File: src/rtl/vga_timing_pkg.sv
// vga_timing_pkg: shared phase enum, 640x480@60 default timing, total helper.
package vga_timing_pkg;

    // Phase of one raster axis; both horizontal and vertical FSMs use it.
    typedef enum logic [1:0] {
        ACT = 2'd0,
        FP  = 2'd1,
        SYN = 2'd2,
        BP  = 2'd3
    } phase_t;

    localparam int POS_W   = 10;
    localparam int POS_MAX = 1 << POS_W;

    localparam int DEF_H_DISPLAY = 640;
    localparam int DEF_H_FRONT   = 16;
    localparam int DEF_H_SYNC    = 96;
    localparam int DEF_H_BACK    = 48;
    localparam int DEF_V_DISPLAY = 480;
    localparam int DEF_V_FRONT   = 10;
    localparam int DEF_V_SYNC    = 2;
    localparam int DEF_V_BACK    = 33;

    // Length of one axis (pixels per line or lines per frame).
    function automatic int axis_total(input int disp, input int front,
                                      input int sync, input int back);
        return disp + front + sync + back;
    endfunction

    function automatic int h_total(input int disp, input int front,
                                   input int sync, input int back);
        return axis_total(disp, front, sync, back);
    endfunction

    function automatic int v_total(input int disp, input int front,
                                   input int sync, input int back);
        return axis_total(disp, front, sync, back);
    endfunction

endpackage

File: src/rtl/vga_axis_counter.sv
// vga_axis_counter: position counter plus ACT/FP/SYN/BP phase FSM for one axis.
// Exposes next-state position/phase so the top can register flags that line
// up with the position on the same cycle.
module vga_axis_counter
    import vga_timing_pkg::*;
#(
    parameter int DISPLAY = DEF_H_DISPLAY,
    parameter int FRONT   = DEF_H_FRONT,
    parameter int SYNC    = DEF_H_SYNC,
    parameter int BACK    = DEF_H_BACK
) (
    input  logic             clk,
    input  logic             rst,
    input  logic             i_tick,
    output logic [POS_W-1:0] o_pos,
    output logic [POS_W-1:0] o_pos_nxt,
    output phase_t           o_state_nxt,
    output logic             o_wrap
);

    localparam int TOTAL = axis_total(DISPLAY, FRONT, SYNC, BACK);
    localparam logic [POS_W-1:0] LAST      = POS_W'(TOTAL - 1);
    localparam logic [POS_W-1:0] FP_START  = POS_W'(DISPLAY);
    localparam logic [POS_W-1:0] SYN_START = POS_W'(DISPLAY + FRONT);
    localparam logic [POS_W-1:0] BP_START  = POS_W'(DISPLAY + FRONT + SYNC);

    // Elaboration guards: counters are 10 bits and every phase must exist.
    if (TOTAL > POS_MAX) begin : g_bad_total
        $error("vga_axis_counter: total %0d exceeds %0d", TOTAL, POS_MAX);
    end
    if (DISPLAY < 1 || FRONT < 1 || SYNC < 1 || BACK < 1) begin : g_bad_phase
        $error("vga_axis_counter: every phase length must be at least 1");
    end

    logic [POS_W-1:0] r_pos;
    phase_t           r_state;
    logic [POS_W-1:0] w_pos_nxt;
    phase_t           w_state_nxt;
    logic             w_wrap;

    // State register; reset parks on the last blanking position.
    always_ff @(posedge clk) begin
        if (rst) begin
            r_pos   <= LAST;
            r_state <= BP;
        end else begin
            r_pos   <= w_pos_nxt;
            r_state <= w_state_nxt;
        end
    end

    // Next position and phase; phase changes on the tick reaching a boundary.
    always_comb begin
        w_pos_nxt   = r_pos;
        w_state_nxt = r_state;
        w_wrap      = 1'b0;
        if (i_tick) begin
            if (r_pos == LAST) begin
                w_pos_nxt = '0;
                w_wrap    = 1'b1;
            end else begin
                w_pos_nxt = r_pos + POS_W'(1);
            end
            case (r_state)
                ACT:     if (w_pos_nxt == FP_START)  w_state_nxt = FP;
                FP:      if (w_pos_nxt == SYN_START) w_state_nxt = SYN;
                SYN:     if (w_pos_nxt == BP_START)  w_state_nxt = BP;
                BP:      if (w_wrap)                 w_state_nxt = ACT;
                default: w_state_nxt = BP;
            endcase
        end
    end

    assign o_pos       = r_pos;
    assign o_pos_nxt   = w_pos_nxt;
    assign o_state_nxt = w_state_nxt;
    assign o_wrap      = w_wrap;

endmodule

File: src/rtl/vga_timing_gen.sv
// vga_timing_gen: raster timing source (hpos/vpos, visible, syncs, strobes,
// frame counter). Optional macro SYNC_DELAY_EN adds one pix_en-gated stage on
// hsync, vsync and visible to match the colour stage's sprite ROM read.
module vga_timing_gen
    import vga_timing_pkg::*;
#(
    parameter int H_DISPLAY  = DEF_H_DISPLAY,
    parameter int H_FRONT    = DEF_H_FRONT,
    parameter int H_SYNC     = DEF_H_SYNC,
    parameter int H_BACK     = DEF_H_BACK,
    parameter int V_DISPLAY  = DEF_V_DISPLAY,
    parameter int V_FRONT    = DEF_V_FRONT,
    parameter int V_SYNC     = DEF_V_SYNC,
    parameter int V_BACK     = DEF_V_BACK,
    parameter bit H_SYNC_POL = 1'b0,
    parameter bit V_SYNC_POL = 1'b0
) (
    input  logic             clk,
    input  logic             rst,
    input  logic             pix_en,
    output logic [POS_W-1:0] hpos,
    output logic [POS_W-1:0] vpos,
    output logic             visible,
    output logic             hsync,
    output logic             vsync,
    output logic             line_start,
    output logic             frame_start,
    output logic [POS_W-1:0] frame_count
);

    localparam logic [POS_W-1:0] V_SYN_START = POS_W'(V_DISPLAY + V_FRONT);
    localparam logic H_ACTIVE = H_SYNC_POL;
    localparam logic V_ACTIVE = V_SYNC_POL;

    logic [POS_W-1:0] w_hpos_nxt;
    logic [POS_W-1:0] w_vpos_nxt;
    phase_t           w_hstate_nxt;
    phase_t           w_vstate_nxt;
    logic             w_h_wrap;
    logic             w_unused_v_wrap;

    vga_axis_counter #(
        .DISPLAY (H_DISPLAY),
        .FRONT   (H_FRONT),
        .SYNC    (H_SYNC),
        .BACK    (H_BACK)
    ) u_h (
        .clk         (clk),
        .rst         (rst),
        .i_tick      (pix_en),
        .o_pos       (hpos),
        .o_pos_nxt   (w_hpos_nxt),
        .o_state_nxt (w_hstate_nxt),
        .o_wrap      (w_h_wrap)
    );

    vga_axis_counter #(
        .DISPLAY (V_DISPLAY),
        .FRONT   (V_FRONT),
        .SYNC    (V_SYNC),
        .BACK    (V_BACK)
    ) u_v (
        .clk         (clk),
        .rst         (rst),
        .i_tick      (w_h_wrap),
        .o_pos       (vpos),
        .o_pos_nxt   (w_vpos_nxt),
        .o_state_nxt (w_vstate_nxt),
        .o_wrap      (w_unused_v_wrap)
    );

    logic w_visible_nxt;
    logic w_hsync_nxt;
    logic w_vsync_nxt;
    logic w_fc_inc;

    // Flags decoded from next-state values so they align with hpos/vpos.
    always_comb begin
        w_visible_nxt = (w_hstate_nxt == ACT) && (w_vstate_nxt == ACT);
        w_hsync_nxt   = (w_hstate_nxt == SYN) ? H_ACTIVE : ~H_ACTIVE;
        w_vsync_nxt   = (w_vstate_nxt == SYN) ? V_ACTIVE : ~V_ACTIVE;
        w_fc_inc      = w_h_wrap && (w_vstate_nxt == SYN) &&
                        (w_vpos_nxt == V_SYN_START);
    end

    logic             r_visible;
    logic             r_hsync;
    logic             r_vsync;
    logic             r_line_start;
    logic             r_frame_start;
    logic [POS_W-1:0] r_frame_count;

    // Output registers; next-state values equal current ones when pix_en=0.
    always_ff @(posedge clk) begin
        if (rst) begin
            r_visible     <= 1'b0;
            r_hsync       <= ~H_ACTIVE;
            r_vsync       <= ~V_ACTIVE;
            r_line_start  <= 1'b0;
            r_frame_start <= 1'b0;
            r_frame_count <= '0;
        end else begin
            r_visible     <= w_visible_nxt;
            r_hsync       <= w_hsync_nxt;
            r_vsync       <= w_vsync_nxt;
            r_line_start  <= (w_hpos_nxt == '0);
            r_frame_start <= (w_hpos_nxt == '0) && (w_vpos_nxt == '0);
            if (w_fc_inc) r_frame_count <= r_frame_count + POS_W'(1);
        end
    end

`ifdef SYNC_DELAY_EN
    logic r_visible_d;
    logic r_hsync_d;
    logic r_vsync_d;

    // One pixel of delay on the colour-facing signals.
    always_ff @(posedge clk) begin
        if (rst) begin
            r_visible_d <= 1'b0;
            r_hsync_d   <= ~H_ACTIVE;
            r_vsync_d   <= ~V_ACTIVE;
        end else if (pix_en) begin
            r_visible_d <= r_visible;
            r_hsync_d   <= r_hsync;
            r_vsync_d   <= r_vsync;
        end
    end

    assign visible = r_visible_d;
    assign hsync   = r_hsync_d;
    assign vsync   = r_vsync_d;
`else
    assign visible = r_visible;
    assign hsync   = r_hsync;
    assign vsync   = r_vsync;
`endif

    assign line_start  = r_line_start;
    assign frame_start = r_frame_start;
    assign frame_count = r_frame_count;

endmodule

File: config.mk
export PLATFORM = sky130hd
export DESIGN_NAME = vga_timing_gen
export DESIGN_NICKNAME = d
export VERILOG_FILES = /design/src/rtl/vga_timing_pkg.sv /design/src/rtl/vga_axis_counter.sv /design/src/rtl/vga_timing_gen.sv
export SDC_FILE = /design/constraint.sdc
export NUM_CORES = 1
export LEC_CHECK = 0
export CAP_MARGIN = 15
export CORE_MARGIN = 5
export CORE_UTILIZATION = 58
export DETAILED_ROUTE_END_ITERATION = 16
export GPL_TIMING_DRIVEN = 0
export PLACE_DENSITY = 0.9
export SYNTH_ARGS = -nofsm -noshare
export SYNTH_HDL_FRONTEND = slang
export SYNTH_HIERARCHICAL = 1
export SYNTH_SLANG_ARGS = --single-unit
File: constraint.sdc
create_clock -name clk -period 5.95 [get_ports clk]
set_input_delay 1.19 -clock clk [delete_from_list [all_inputs] [get_ports clk]]
set_output_delay 1.19 -clock clk [all_outputs]
set_load 0.005 [all_outputs]
==> impl_metrics.yaml <==
setup_path:
  cp.required_ns: 6.12
  cp_num_cells: 15
  critPathMaxFanout: 10
  crit_family: "simple AND/OR/NAND/NOR gates"
  slowest_delay_ns: 0.55
  critPathKind: "reg -> reg"
  crit_path_start_kind: "register"
  crit_slowest_cell: "nor4_4"
  path_cells: "ha_1 -> clkbuf_1 -> nand3_1 -> nor4_4 -> and2_1 -> buf_2 -> clkbuf_1 -> a21bo_2 -> nand2_1 -> nand2_1 -> or4_1 -> or4_1 -> buf_2 -> nor4_1 -> mux2_1"
  rr_worst_depth: 15
  cp-end-kind: "register"
  arrival_ns: 5.14
  cp.buffers_inverters: 4
clock_network:
  clock_sinks: 39
  path_clk_slew_ns: 0.08
  cts_hold_buf: 0
  clock_tree.root_cell: "clkbuf_8"
  cts_buffers: 5
  h-tree-depth: 2
  cts_tree: "yes"
  cts_resized: 0
  cts_buffer_depth: 2
  cts_setup_buffers: 0
  worstSkewPairLatency_ns: 0.29
layout:
  areaGrowthSynthToFinish_pct: 21.1
  antenna_cells: 0
  nFillCells: 348
  multi_input_area_um2: 1560
  drive_gt1_share_pct: 11.9
  seqCellArea_um2: 781
  fin_util_pct: 71.2
  final_cell_area_um2: 3040
  nets: 361
routing:
  met1_length_um: 2730
  met2_length_um: 2990
  avgRoutedWirePerCell_um: 15.4
  postRouteWirelength_um: 6230
  highest_layer: "met4"
  ant_nets: 0
  drtIter0Drc: 249
  drt-vias-per-instance: 6.32
  drt-pass1-iter-count: 5
  routed-wl-met3_um: 438
  drc: 0
  vias: 2566
hold_path:
  holdPathStages: 2
  hold_class: "reg -> reg"
synthesis:
  seq_area_frac_synth_pct: 31.1
  synth_area_leader_cell: "dfxtp_1"
  syn-cell-area_um2: 2510
  syn-num-nets: 318
  ys_ff_latch: 39
  yosysWarnings: 6
  avgSynthCellArea_um2: 8.09
  synth.top_cells.by_area: "dfxtp_1 (31%), nand2_1 (4.6%), nand3_1 (3.6%)"
  synth_commonest_cells: "dfxtp_1 (39), nand2_1 (31), nor2_1 (19)"
  synth_edf_count: 0
  synth_flop_cell: "dfxtp_1"
  post-synth-top-count-cell: "dfxtp_1"
  yosysUniqueCellTypes: 65
  yosysTopAreaCellShare_pct: 31.1
  syn_inst: 310
  async_flop_share_pct: 0
timing:
  whs_ns: 0.513
  finClkSkew_ns: 0.00907
  min_period_over_period_pct: 83.5
  setup_ws_ns: 0.982
  max_freq_mhz: 201
  finalSetupViolCount: 0
  slew_headroom_pct: 65.6
  fin_tns_setup_ns: 0
  report.final.slew_viol_count: 0
  min_period_ns: 4.97
  worst_slew_pin_slew_ns: 0.512
  hold_viol: 0
  rsz0062_at_grt: "no"
floorplan:
  die_h_um: 75.8
  io_pins: 38
  start_util_pct: 58.8
  die_area_um2: 5740
  core_area_um2: 4260
  die-width_um: 75.8
  rows: 24
power_and_ir_drop:
  p_leak_nw: 1.18
  switching_power_w: 0.000271
  sequentialPowerShare_pct: 39.6
  p_comb_share_pct: 35.3
  power_density_nw_per_um2: 260
  clkPwrFrac_pct: 25.1
  vdd_ir_drop_max_mv: 0.129
  p_sw_share_pct: 34.4
  p_int_w: 0.000517
run:
  cap_violations: 0
grt:
  grt_max_degree: 13
  overflow: 0
  first_global_vias: 2118
  antenna_found_initial: 0
  grt_pass1_wl_um: 9850
  grt_use_total_pct: 21.6
placed_design:
  io_buffers: 36
  gp_congestion: 0.957
  dp_hpwl_um: 4560
  place_ws_ns: 0.867
  dpl_cell_area_um2: 2930
outcome:
  status: "finished clean"
==> through the flow <==
step	std cells	total power (W)
after floorplan	310	0.000505
after detailed placement	398	0.000588
after CTS	406	0.000786
after global routing	406	0.000826
final	406	0.000788
after global placement	398	0.000581
==> layer usage <==
metal / vias to the layer above / GRT usage, %
met3: 8 / 2.77
met2: 120 / 35.0
met4: 0 / 6.41
li1: 1220 / -
met1: 1218 / 30.0
met5: - / 0
==> sequential cells by signal (all words and copies together), names as in the netlist, 2 cells and up <==
signal       count
u_h/o_pos       10
frame_count     10
u_v/r_state      2
u_v/o_pos       10
u_h/r_state      2
==> final cells by class <==
type                       count  share of cell area [%]
multi-input combinational    241                    51.3
tap                           52                    2.14
buffer                        19                    4.24
clock inverter                 1                   0.247
sequential                    39                    25.7
clock buffer                   7                    3.17
timing repair buffer          36                    11.9
inverter                      11                    1.36
==> path summary, 6_finish.rpt <==
path,from,to,slack (ns)
setup / recovery,u_h/o_pos[0],frame_count[7],0.98
hold / removal,frame_count[5],frame_count[5],0.51
setup reg to reg,u_h/o_pos[0],frame_count[7],0.98
hold reg to reg,frame_count[5],frame_count[5],0.51
==> layout by cell type (no fill, tap or decap), drive strengths merged, types with 9 or more instances in the layout <==
master	instances
dfxtp	39
and2	13
clkbuf	15
nand2b	9
nand2	31
o21ai	19
inv	11
a21oi	10
nor2	19
clkdlybuf4s50	36
nand3	18
nand4	14
buf	11
==> kinds of logic (layout without fill, tap and decap cells) <==
kind of cell | count (synthesis) | count (layout) | synth area share [%]
and+or+nand+nor | 157 | 157 | 36.6
AOI/OAI and AO/OA | 60 | 60 | 15.8
DFF | 39 | 39 | 31.1
buffers and inverters | 30 | 74 | 6.79
xor gates and xnor gates | 11 | 11 | 3.84
muxes | 8 | 8 | 3.39
adders and majority gates | 5 | 5 | 2.50
==> worst register-to-register path, cell delays in order, from the launching register on <==
cell and delay, ns:
dfxtp_1 0.47, ha_1 0.19, clkbuf_1 0.27, nand3_1 0.24, nor4_4 0.55, and2_1 0.23
buf_2 0.21, clkbuf_1 0.34, a21bo_2 0.27, nand2_1 0.08, nand2_1 0.04, or4_1 0.52
or4_1 0.53, buf_2 0.19, nor4_1 0.36, mux2_1 0.37
==> power groups by stage <==
| stage | Clock (W) | Sequential (W) | Combinational, W |
|---|---|---|---|
| 2_1_floorplan | 0 | 0.000312 | 0.000193 |
| 5_1_grt | 0.000208 | 0.000315 | 0.000303 |
| 3_5_place_dp | 0 | 0.000317 | 0.000271 |
| 3_3_place_gp | 0 | 0.000315 | 0.000266 |
| 4_1_cts | 0.000202 | 0.000311 | 0.000273 |
| 6_report | 0.000198 | 0.000312 | 0.000278 |
Power figures use the tool's default switching activity.
==> patch 1 (same settings) <==
Change the package constant `POS_W` from 10 to 12.
--- a/src/rtl/vga_timing_pkg.sv
+++ b/src/rtl/vga_timing_pkg.sv
@@ -9,7 +9,7 @@
         BP  = 2'd3
     } phase_t;
 
-    localparam int POS_W   = 10;
+    localparam int POS_W   = 12;
     localparam int POS_MAX = 1 << POS_W;
 
     localparam int DEF_H_DISPLAY = 640;
Interface: changed (resized frame_count, hpos and vpos); port bits go from 38 to 44. The function was not compared with the original's and may differ.
==> patch 1 against the unedited design <==
- area after synthesis increased by 12%
- sequential cell count up 6
- largest cell class unchanged
- utilization grew 1.8 points
- setup slack got worse by 0.072 ns
- via count up 10%
- clock power up 39%
- total power grew 12%
- routed wire length up 14%
- design area increased by 13%
==> patch 1: results (changes against the unedited design) <==
[run_status]
status = finished, final reports clean  ; unchanged

[grt]
grt_pass1_vias = 2673  ; was 2118
grt_pass1_wl_mm = 12.2  ; was 9.85 mm
track_usage_pct = 23.8  ; was 21.6%
grt_util_met2_pct = 39.5  ; was 35.0%
grt_util_met1_pct = 30.8  ; was 30.0%
grt_max_degree = 15  ; was 13
grt_antenna_before_repair = 0  ; unchanged
globalRouteMet3Util_pct = 3.50  ; was 2.77%

[worst_setup_path]
critPathSlowestCell = nor4b_1  ; was nor4_4
cp-startpoint = u_h/o_pos[0]  ; unchanged
slowest_delay_ns = 0.90  ; was 0.55 ns
critPathMaxFanout = 10  ; unchanged
cp.arrival_ns = 5.22  ; was 5.14 ns
r2r_start = u_h/o_pos[0]  ; unchanged
rrSetupSlack_ns = 0.91  ; was 0.98 ns

[cts]
clk_latency_ns = 0.30
cts_resized = 0  ; unchanged
cts_made_buffers = 5  ; unchanged
clk_path_buf_depth = 2  ; unchanged
cts_setup_buffers = 0  ; unchanged
root_buffer = clkbuf_8  ; unchanged
clkTransAtPathRegs_ns = 0.09
cts-htree-levels = 2  ; unchanged

[logic_synthesis]
syn_nets = 360  ; was 318
synth_warnings = 6  ; unchanged

[timing]
fin_crit_sh_pct = 84.7  ; was 83.5%
finClkSkew_ns = 0.00901  ; was 0.00907 ns
holdWs_ns = 0.489  ; was 0.513 ns
tightest_slew_ns = 0.966  ; was 0.512 ns
finalMaxSlewViolations = 0  ; unchanged

[drt]
drt_pass1_iterations = 6  ; was 5
postRouteAntennaNets = 0  ; unchanged
first_iter_violations = 356  ; was 249
vias_per_cell = 6.19  ; was 6.32
wl_per_cell_um = 15.5  ; was 15.4 um

[final_layout]
drive_above_1_share_pct = 8.96  ; was 11.9%
antenna_cells = 0  ; unchanged
nNetsFinal = 409  ; was 361

[power]
leakagePower_nw = 1.31  ; was 1.18 nW
peakVddDrop_mv = 0.193  ; was 0.129 mV

[placed_design]
pre_cts_slack_ns = 1.14  ; was 0.867 ns
gp_congestion = 0.943  ; was 0.957
dp_hpwl_mm = 5.09  ; was 4.56 mm
place.port_buffers = 42  ; was 36

[min_path]
worstHoldPathType = reg2reg  ; unchanged
min-delay-start = frame_count[11]  ; was frame_count[5]

==> patch 1: cell count changes in the layout (fill, tap and decap cells not counted), sizes merged, moves of 5 or more <==
cell / before / now
nand2: 31 / 45
clkdlybuf4s50: 36 / 42
and3: 7 / 13
nand4: 14 / 9
nor3: 3 / 11
and2: 13 / 21
o21ai: 19 / 28
xnor2: 7 / 15
dfxtp: 39 / 45
==> patch 1: cell type report <==
type                            count  area, um^2
Sequential cell                    45         901
Fill cell                         366        1270
Clock buffer                        5        68.8
Buffer                             21         125
Timing Repair Buffer               42         420
Clock inverter                      3        65.1
Inverter                            7        26.3
Tap cell                           54        67.6
Multi-Input combinational cell    279        1750
==> patch 1: path summary, 6_finish.rpt <==
path,endpoint,cells past startpoint
setup / recovery,frame_count[8],14
hold / removal,frame_count[11],2
setup reg to reg,frame_count[8],14
hold reg to reg,frame_count[11],2
==> patch 1: power by group <==
| part | total, mW | switching (mW) | internal (mW) |
|---|---|---|---|
| logic | 0.259 | 0.137 | 0.121 |
| clock network | 0.276 | 0.109 | 0.167 |
| registers | 0.346 | 0.0251 | 0.321 |
==> patch 1: critical path: cells and delay by family (launching register included) <==
family / cells / cell delay, ns
AO/OA/AOI/OAI: 3 / 0.41
adder cells (fa/ha/maj): 1 / 0.38
buffers and inverters: 2 / 0.38
flip-flops: 1 / 0.48
AND/OR/NAND/NOR: 8 / 3.26
==> patch 1: per-layer routing <==
metal / wire length (um) / share of wire [%]
met5: 0 / 0
met3: 458 / 6.5
met4: 151 / 2.1
met1: 3090 / 44
met2: 3380 / 48
==> patch 1: metrics by stage <==
step | instance area, um^2 | instances
after global placement | 3290 | 448
after global routing | 3420 | 456
final | 3420 | 456
after detailed placement | 3290 | 448
after floorplan | 2800 | 352
after CTS | 3420 | 456
==> patch 2 (same flow settings) <==
Without the edit above. The 4 values of `phase_t` get a one-hot encoding in 4 bits.
--- a/src/rtl/vga_timing_pkg.sv
+++ b/src/rtl/vga_timing_pkg.sv
@@ -2,11 +2,11 @@
 package vga_timing_pkg;
 
     // Phase of one raster axis; both horizontal and vertical FSMs use it.
-    typedef enum logic [1:0] {
-        ACT = 2'd0,
-        FP  = 2'd1,
-        SYN = 2'd2,
-        BP  = 2'd3
+    typedef enum logic [3:0] {
+        ACT = 4'b0001,
+        FP  = 4'b0010,
+        SYN = 4'b0100,
+        BP  = 4'b1000
     } phase_t;
 
     localparam int POS_W   = 10;
Function: no difference found for any inputs over 10 cycles, from zero or initial values and one cycle with rst high; not proved beyond that.
==> patch 2 against the unedited design <==
- maximum frequency grew 16%
- setup slack gained 0.69 ns
- area after synthesis grew 17%
- sequential cell count grew 4
- sequential power grew 7.4%
- design area grew 14%
- routed wire length grew 19%
- global-route usage grew 1.6 points
- non-clock buffer count grew 4
- total power grew 9.5%
==> patch 2: results (changes against the unedited design) <==
[placed_design]
dp_cells = 459  ; was 398
gp_congestion = 0.924  ; was 0.957
dp_hpwl_mm = 5.47  ; was 4.56 mm
placed_area_um2 = 3370  ; was 2930 um^2

[cts]
clk_latency_ns = 0.30
cts-htree-levels = 2  ; unchanged
clkTransAtPathRegs_ns = 0.09
cts_resized = 0  ; unchanged

[logic_synthesis]
synth_common_cells = dfxtp_1 (43), nand2_1 (34), a21oi_1 (22)  ; was dfxtp_1 (39), nand2_1 (31), nor2_1 (19)
synth_cell_types = 71  ; was 65
synthTopCellsByArea = dfxtp_1 (29%), nand2_1 (4.4%), a21oi_1 (3.8%)  ; was dfxtp_1 (31%), nand2_1 (4.6%), nand3_1 (3.6%)
ys_seq_area_share_pct = 29.4  ; was 31.1%
syn_inst = 356  ; was 310
syn_nets = 365  ; was 318

[run_status]
status = finished, final reports clean  ; unchanged

[grt]
grt_max_degree = 16  ; was 13
grt_pass1_vias = 2665  ; was 2118
grt_antenna_before_repair = 0  ; unchanged
track_usage_pct = 23.2  ; was 21.6%
grt_pass1_wl_mm = 12.3  ; was 9.85 mm

[drt]
first_iter_violations = 257  ; was 249
wl_per_cell_um = 15.9  ; was 15.4 um
vias = 2964  ; was 2566
drt_pass1_iterations = 5  ; unchanged
wl_mm = 7.43  ; was 6.23 mm

[worst_setup_path]
critPathMaxFanout = 10  ; unchanged
cp.arrival_ns = 4.52  ; was 5.14 ns
critPathTopFamily = simple AND/OR/NAND/NOR gates  ; unchanged
critPathSlowestCell = or4_1  ; was nor4_4

[power]
leakagePower_nw = 1.27  ; was 1.18 nW
peakVddDrop_mv = 0.143  ; was 0.129 mV

[run]
cap_violations = 0  ; unchanged

[timing]
finClkSkew_ns = 0.0110  ; was 0.00907 ns
tightest_slew_ns = 0.773  ; was 0.512 ns

[final_layout]
drive_above_1_share_pct = 11.3  ; was 11.9%
nNetsFinal = 408  ; was 361

-- patch 2: per-stage QoR --
| step | hold WS [ns] | worst slack [ns] |
|---|---|---|
| 2_1_floorplan | 0.468 | 2.13 |
| 3_3_place_gp | 0.462 | 1.52 |
| 3_5_place_dp | 0.484 | 1.45 |
| 4_1_cts | 0.497 | 1.77 |
| 5_1_grt | 0.519 | 1.41 |
| 6_report | 0.493 | 1.68 |
-- patch 2: kinds of logic (layout without fill, tap and decap cells) --
family                     after synthesis  in the layout  synth area share (%)
adders and majority gates                6              6                  2.56
muxes                                    5              5                  1.79
and+or+nand+nor                        167            167                  36.4
DFF                                     43             43                  29.4
buffers and inverters                   34             78                  5.73
AOI/OAI and AO/OA                       85             85                  19.4
xor gates and xnor gates                16             16                  4.79
-- patch 2: layer usage --
layer	track usage, %	routed length [um]	vias to the layer above
met4	7.60	163	0
met2	38.3	3510	149
met3	4.21	586	21
li1	-	-	1406
met1	30.5	3160	1388
met5	0	0	-
-- patch 2: path summary, 6_finish.rpt --
path,startpoint,to,slack (ns),depth (start not counted)
max,pix_en,frame_count[9],1.68,13
min,frame_count[9],frame_count[9],0.49,2
max reg2reg,u_h/o_pos[0],frame_count[9],1.70,16
min reg2reg,frame_count[9],frame_count[9],0.49,2
-- patch 2: area by class of cell --
class | count | area (um^2)
multi-input combinational | 279 | 1900
fill | 387 | 1350
sequential | 43 | 861
timing repair buffer | 36 | 360
buffer | 23 | 126
tap | 67 | 83.8
clock buffer | 5 | 68.8
inverter | 11 | 41.3
clock inverter | 3 | 25.0
-- patch 2: worst register-to-register path, stage by stage, from the launching register on --
cell	delay [ns]
dfxtp_1	0.47
ha_1	0.19
buf_2	0.20
and4_1	0.19
buf_2	0.15
nand3_1	0.14
nor2_1	0.17
clkbuf_1	0.37
clkbuf_1	0.41
nand3_1	0.17
nor3b_1	0.22
mux2i_1	0.12
nand2_1	0.15
nor4b_4	0.33
nand4_4	0.20
or4_1	0.54
a21oi_1	0.14
-- patch 2: where the power goes --
group          switching (mW)  total, mW  internal (mW)  leakage, nW
sequential             0.0268      0.335          0.308        0.349
clock                   0.111      0.195         0.0840       0.0443
combinational           0.188      0.333          0.145        0.874
